### config.mk
export PLATFORM = sky130hd
export DESIGN_NAME = mul5_recon_serial
export DESIGN_NICKNAME = d
export VERILOG_FILES = /design/src/rtl/div5_pkg.sv /design/src/rtl/mul5_chunk.sv /design/src/rtl/mul5_recon_serial.sv
export SDC_FILE = /design/constraint.sdc
export NUM_CORES = 1
export LEC_CHECK = 0
export ABC_AREA = 1
export BUFFER_PORTS_ARGS = -buffer_cell sky130_fd_sc_hd__buf_2
export CAP_MARGIN = 20
export CORE_ASPECT_RATIO = 1.4
export CORE_MARGIN = 3
export CORE_UTILIZATION = 43
export CTS_CLUSTER_SIZE = 8
export DETAILED_ROUTE_END_ITERATION = 16
export SYNTH_ARGS = -nofsm -noshare
export SYNTH_HDL_FRONTEND = slang
export SYNTH_SLANG_ARGS = --single-unit
### constraint.sdc
create_clock -name clk -period 2.7 [get_ports clk]
set_clock_uncertainty 0.1 [all_clocks]
set_input_delay 0.405 -clock clk [delete_from_list [all_inputs] [get_ports clk]]
set_output_delay 0.405 -clock clk [all_outputs]
set_load 0.1 [all_outputs]
### src/rtl/div5_pkg.sv
// Shared constants and FSM state type for the divide-by-5 round-trip path.
// The quotient reconstructor and its chunk multiplier import this package.
package div5_pkg;

  localparam int DIVISOR = 5;
  localparam int CHUNK   = 4;
  localparam int WIDTH   = 64;
  localparam int N_STEPS = WIDTH / CHUNK;
  localparam int CARRY_W = 3;

  typedef enum logic [1:0] {
    IDLE,
    RUN,
    DONE
  } state_t;

endpackage

### src/rtl/mul5_chunk.sv
// One digit of the serial multiply: {carry_out, digit} = digit_in*DV + carry_in.
// Purely combinational; the top registers the carry between steps.
module mul5_chunk
  import div5_pkg::*;
#(
  parameter int CW = CHUNK,
  parameter int DV = DIVISOR,
  parameter int KW = CARRY_W
) (
  input  logic [CW-1:0] digit_in,
  input  logic [KW-1:0] carry_in,
  output logic [CW-1:0] digit,
  output logic [KW-1:0] carry_out
);

  localparam int SW = CW + KW;

  logic [SW-1:0] s;

  assign s         = SW'(digit_in) * SW'(DV) + SW'(carry_in);
  assign digit     = s[CW-1:0];
  assign carry_out = s[SW-1:CW];

endmodule

### src/rtl/mul5_recon_serial.sv
// Digit-serial rebuild of D = Q*DIVISOR + R, CHUNK quotient bits per cycle,
// LSB first, one operation in flight behind valid/ready on both sides.
module mul5_recon_serial
  import div5_pkg::*;
#(
  parameter int WIDTH   = div5_pkg::WIDTH,
  parameter int CHUNK   = div5_pkg::CHUNK,
  parameter int DIVISOR = div5_pkg::DIVISOR
) (
  input  logic             clk,
  input  logic             rst_n,
  input  logic             in_valid,
  output logic             in_ready,
  input  logic [WIDTH-1:0] q,
  input  logic [2:0]       r,
  output logic             out_valid,
  input  logic             out_ready,
  output logic [WIDTH-1:0] d,
  output logic             ovf,
  output logic             r_err
);

  localparam int NSTEP = WIDTH / CHUNK;
  localparam int CNT_W = (NSTEP > 1) ? $clog2(NSTEP) : 1;
  localparam logic [CNT_W-1:0] LAST = CNT_W'(NSTEP - 1);
  localparam logic [2:0]       RMAX = 3'(DIVISOR);

  state_t state;
  state_t state_nxt;

  logic [WIDTH-1:0]   sq;
  logic [WIDTH-1:0]   res;
  logic [WIDTH-1:0]   res_nxt;
  logic [CARRY_W-1:0] carry;
  logic [CARRY_W-1:0] c_nxt;
  logic [CHUNK-1:0]   dig;
  logic [CNT_W-1:0]   cnt;

  logic acc;
  logic step;
  logic last;
  logic ret;

  mul5_chunk #(
    .CW(CHUNK),
    .DV(DIVISOR),
    .KW(CARRY_W)
  ) u_chunk (
    .digit_in (sq[CHUNK-1:0]),
    .carry_in (carry),
    .digit    (dig),
    .carry_out(c_nxt)
  );

  assign in_ready  = (state == IDLE);
  assign out_valid = (state == DONE);

  assign acc  = in_valid & in_ready;
  assign step = (state == RUN);
  assign last = step & (cnt == LAST);
  assign ret  = out_valid & out_ready;

  // New digits enter at the MSB end so the LSB-first stream lands in place
  assign res_nxt = {dig, res[WIDTH-1:CHUNK]};

  always_ff @(posedge clk or negedge rst_n) begin
    if (!rst_n) begin
      state <= IDLE;
    end else begin
      state <= state_nxt;
    end
  end

  always_comb begin
    state_nxt = state;
    unique case (1'b1)
      acc:     state_nxt = RUN;
      last:    state_nxt = DONE;
      ret:     state_nxt = IDLE;
      default: state_nxt = state;
    endcase
  end

  always_ff @(posedge clk or negedge rst_n) begin
    if (!rst_n) begin
      sq    <= '0;
      res   <= '0;
      carry <= '0;
      cnt   <= '0;
      d     <= '0;
      ovf   <= 1'b0;
      r_err <= 1'b0;
    end else begin
      if (acc) begin
        sq    <= q;
        res   <= '0;
        carry <= r;
        cnt   <= '0;
        r_err <= (r >= RMAX);
      end
      if (step) begin
        sq    <= sq >> CHUNK;
        res   <= res_nxt;
        carry <= c_nxt;
        cnt   <= cnt + 1'b1;
        if (last) begin
          d   <= res_nxt;
          ovf <= |c_nxt;
        end
      end
    end
  end

endmodule

* Word-level counts from Yosys, hierarchy flattened
Cells that the tools add are included.
** Storage, ports and cells
- Register bits after elaboration :: 203
- Input bits :: 71
- Output and inout bits :: 68
- Word-level logic and storage cells :: 32
** Operators by class
- Add/sub/neg operators :: 2
- Multiply operators :: 1
- Order comparisons :: 1
- Equality and inequality tests :: 3
- Mux-type cells :: 9
- Bitwise gates (word level) :: 3
- Reduce and logical (&&, ||, !) cells :: 5
** Operators with widths (count)
- two-way mux 64 bit :: 4
- two-way mux 4 bit :: 2
- adder 7 x 3 -> 7 bit :: 1
- multiplier 4 x 3 -> 7 bit, second input constant :: 1
- two-way mux 3 bit :: 2
- one-hot mux 2 bit (3 select lines) :: 1
- adder 4 x 1 -> 4 bit, second input constant :: 1
- == test 4 bit, second input constant :: 1
- AND 1 bit :: 3
- greater-or-equal comparator 3 bit, second input constant :: 1
- nonzero test 3 bit :: 1
- OR reduction 3 bit :: 1
- == test 2 x 1 -> 1 bit, second input constant :: 1
- == test 2 bit, second input constant :: 1
- logical NOT 2 bit :: 1
- AND reduction 2 bit :: 1
- nonzero test 2 bit :: 1

* Logic depth before layout (Yosys ltp)
- Depth in word-level cells :: 4
- Mapped depth :: 11
- Mapped depth without buffers :: 11

* Modules after synthesis
From an unflattened synthesis, not the netlist that was laid out.
** Second synthesis, totals
- Cell total of the unflattened synthesis :: 1087
- Area total of the unflattened synthesis :: 8772.2 µm²
** By module, submodules not included
- mul5_recon_serial :: times used 1, cells an instance 1040, area each 8456.9 µm², seq. area each 4979.8 µm²
- mul5_chunk :: times used 1, cells an instance 47, area each 315.3 µm², seq. area each 0.0 µm²

* Least setup slack after synthesis
OpenSTA, ideal clock, no wires.
- Path kind :: register to register
- Start :: register state[0]
- End :: register sq[60]
- Setup time :: 0.121 ns
- Data arrival time :: 2.088 ns
- Required time :: 2.479 ns
- Slack :: 0.391 ns
- Stages on the path, launching flop included :: 7
- Buffers on the path :: 1
- Clock period less this slack :: 2.309 ns
- Path through :: dfrtp_1 > nor2_2 > nand2_2 > nand2_2 > inv_2 > buf_2 > a22o_1
** On the way
- Cells in the longest elaborated chain, start to end :: 3
- Elaborated cells on any way between the ends :: 5
- Those cells by class :: eq/ne (1); mux (1); bitwise (1); reduce/logical (2)
** RTL lines
- start: declaration :: line mul5_recon_serial.sv:28 : state_t state;
- start signal: assignment :: line mul5_recon_serial.sv:70 : state <= state_nxt;
- logical NOT 2 bit :: line mul5_recon_serial.sv:55 : assign in_ready = (state == IDLE);
- net in_ready :: line mul5_recon_serial.sv:13 : output logic in_ready,
- AND 1 bit :: line mul5_recon_serial.sv:58 : assign acc = in_valid & in_ready;
- nonzero test 2 bit (no line)
- end signal: assignment :: line mul5_recon_serial.sv:95 : sq <= q;
- end signal: assignment :: line mul5_recon_serial.sv:102 : sq <= sq >> CHUNK;
- end: declaration :: line mul5_recon_serial.sv:31 : logic [WIDTH-1:0] sq;
The timed path passes the listed nets, and every way through them passes these cells.
A chain may end at the register's enable or synchronous reset.

* Final worst setup path
- Start :: register sq[0]
- End :: register ovf
** On the way
- Cells in the longest elaborated chain, start to end :: 3
** RTL lines
- multiplier 4 x 3 -> 7 bit :: line mul5_chunk.sv:20 : assign s = SW'(digit_in) * SW'(DV) + SW'(carry_in);
- adder 7 x 3 -> 7 bit :: line mul5_chunk.sv:20
- OR reduction 3 bit :: line mul5_recon_serial.sv:108 : ovf <= |c_nxt;
- end signal: assignment :: line mul5_recon_serial.sv:108
- end: declaration :: line mul5_recon_serial.sv:19 : output logic ovf,
Every way passes these cells.

==> run metrics <==
Clock power frac 0.433; Buffers on Ports about 140; Synth Area in Adders 0.0231; post-DR wirelength/cell roughly 15 um; pwr dens 583 nW/um2; vias in the first global route around 5600; Crit Path Class flip-flop to flip-flop; Worst Hold Endpoint sq[60]; Synth Warn # 0; largest net degree at the start of global routing 80; Routed Wire Length roughly 17 mm; mux contribution to synthesized area 0; Compound-Gate Fraction of Synth Area 0.187; Hold Crit Start q[60]; Synth area leader dfrtp_1; global placement routability congestion between 0.8 and 0.9; Post-DP HPWL approximately 11 mm; final setup fails 0; root buffer cell clkbuf_16; area delta synth->final 18.5%; Final nets 986; Pint between 4000 and 5000 uW; RSZ-0062 raised after global routing no; Die Width 121 um; Hold Crit Depth 2; vias 5699; syn nets approximately 860; CP required 2.91 ns; core area 18000 um2; r2r setup slk 0.53 ns; fillers around 1700; Slew Limit Fails 0; Worst setup SP type flip-flop; CP max FO 3; LEAKAGE roughly 0.0050 uW; largest family of logic cells by synthesized area compound AO/OA/AOI/OAI gates; crit-path max cell delay around 0.48 ns; critical path buffer and inverter count 0; synth unique cells 27; initial drt markers between 200 and 300; Clock Latency Late Sink approximately 0.42 ns; Tot GR Track Use 0.174; register area share after synthesis 0.629; Slowest-stage cell, CP fa_1; Peak Freq approximately 460 MHz; initial core utilization 0.440; # rows slightly below 60; class of the tightest hold or removal check input port to flip-flop; Worst-Margin Slew ~0.9 ns; main area contributors after synthesis dfrtp_1, o22ai_1, inv_1; worst vdd ir between 200 and 300 uV; share of layout cells above drive strength 1 0.219; drt pass-1 iters 5; outcome complete, no violations; P_sw approximately 1200 uW; Comb power frac 0.023; kind of end point of the critical path flip-flop; Sw Ratio 0.222; Reg clk slew, reported paths 0.07 ns; drt via density 4.94; worst setup slack after layout about 0.53 ns; # DRC 0; die area between 20000 and 25000 um2; synthesized area 7910 um2; most common cell after layout, fill and taps aside dfrtp_1; pre-CTS setup slack 0.542 ns; #FFs+latches synth about 200; post-CTS setup buffers 0; cells on worst reg2reg path 9; register share of total power 0.545; total gr overflow 0; Reg2Reg Launch Point sq[0]; CP Cell Sequence ha_1 -> ha_1 -> fa_1 -> nand3_1 -> nand3_1 -> nand2_1 -> nand2_1 -> nor2_1 -> nor2_1; top cell type's share of synthesized area 0.629; Avg Cell Area, Syn slightly above 10 um2; Num CTS Buffers 17; clock sink total slightly below 200; number of max-cap violations 0; CTS tree done; Reg-to-Reg End ovf; first-pass GRT wire length between 20 and 30 mm; Tmin final about 2.2 ns; I/O pins ~140; DRT antenna net count 0; Chip Height roughly 170 um; fraction of the mapped netlist area in simple logic gates 0.0655; most frequent cells in the layout dfrtp_1, buf_2, inv_1, o22ai_1, nand2_1; # diodes 0; final worst-path cycle share 0.802; clk buf depth 2; final setup TNS 0 ns; cell family with most CP delay adder cells; initial antenna violation count 0; XOR/XNOR Fraction of Synth Area 0.00221; max_slew headroom 0.407; final hold violation count 0; WP data arrival 2.37 ns; CTS HTree Levels 4; cell count after synthesis 774
-- logic make-up after synthesis --
group                      after synthesis
adders and majority gates               14
DFF                                    199
buffers and inverters                  177
and+or+nand+nor                        128
xor gates and xnor gates                 2
AOI/OAI and AO/OA                      254
-- power by group through the flow --
| stage | logic, uW | clock network (uW) | registers, uW |
|---|---|---|---|
| 6_report | 124 | 2370 | 2980 |
| 5_1_grt | 143 | 2570 | 2980 |
| 4_1_cts | 130 | 2440 | 2980 |
| 3_5_place_dp | 129 | 0 | 3040 |
| 3_3_place_gp | 129 | 0 | 3040 |
| 2_1_floorplan | 4.11 | 0 | 3040 |
-- state kept, by name, summed over array words and instances (netlist names) --
register  flops
state         2
res          60
ovf           1
sq           64
cnt           4
r_err         1
carry         3
d            64
-- area by class of cell --
| cell class | count | area (um2) | share of cell area |
|---|---|---|---|
| Inverter | 132 | 498 | 0.0531 |
| Timing Repair Buffer | 153 | 852 | 0.0909 |
| Sequential cell | 199 | 4980 | 0.531 |
| Tap cell | 240 | 300 | 0.0320 |
| Clock inverter | 11 | 93.8 | 0.0100 |
| Clock buffer | 21 | 450 | 0.0480 |
| Multi-Input combinational cell | 398 | 2200 | 0.235 |
-- stage by stage --
step                      hold slack [ns]   util  total power (uW)  instances  cell area (um2)
after floorplan                   0.00941      -              3040        774             7910
after global placement              0.353  0.490              3170       1121             8820
after detailed placement            0.357  0.490              3170       1121             8820
after CTS                          0.0837  0.521              5550       1154             9380
after global routing               0.0837  0.521              5690       1154             9380
final                               0.109  0.521              5470       1154             9380
-- synth_stat cells, drive strengths merged --
library cell,count
buf,33
xor2,1
nand4,1
a21oi,64
nor3,1
o21ai,67
or2,1
nor2,11
o31ai,1
nand2,103
inv,132
xnor2,1
dfrtp,199
ha,13
o22ai,117
nand3,11
a22o,5
fa,1
clkbuf,12
-- per-layer routing --
layer,wire length (um),track usage,share of wire,up-vias
met5,0,0,0,-
met4,185,0.0464,0.011,0
met3,962,0.0496,0.056,14
met2,8290,0.275,0.49,135
met1,7590,0.238,0.45,2710
li1,-,-,-,2840
-- worst max-delay path by stage --
| stage | start | to | slack [ns] | cells past startpoint |
|---|---|---|---|---|
| floorplan | state[0] | sq[60] | 0.39 | 6 |
| global placement | sq[0] | ovf | 0.57 | 9 |
| detailed placement | sq[0] | ovf | 0.54 | 9 |
| CTS | sq[0] | ovf | 0.53 | 9 |
| global route | sq[1] | ovf | 0.41 | 11 |
| finish | sq[0] | ovf | 0.53 | 9 |
-- timing repair --
item	4_1_cts	5_1_grt
hold buffers	1	0
gates resized for setup	0	0
hold endpoints to repair	69	0
No activity file was read; power rests on OpenSTA's default activity.
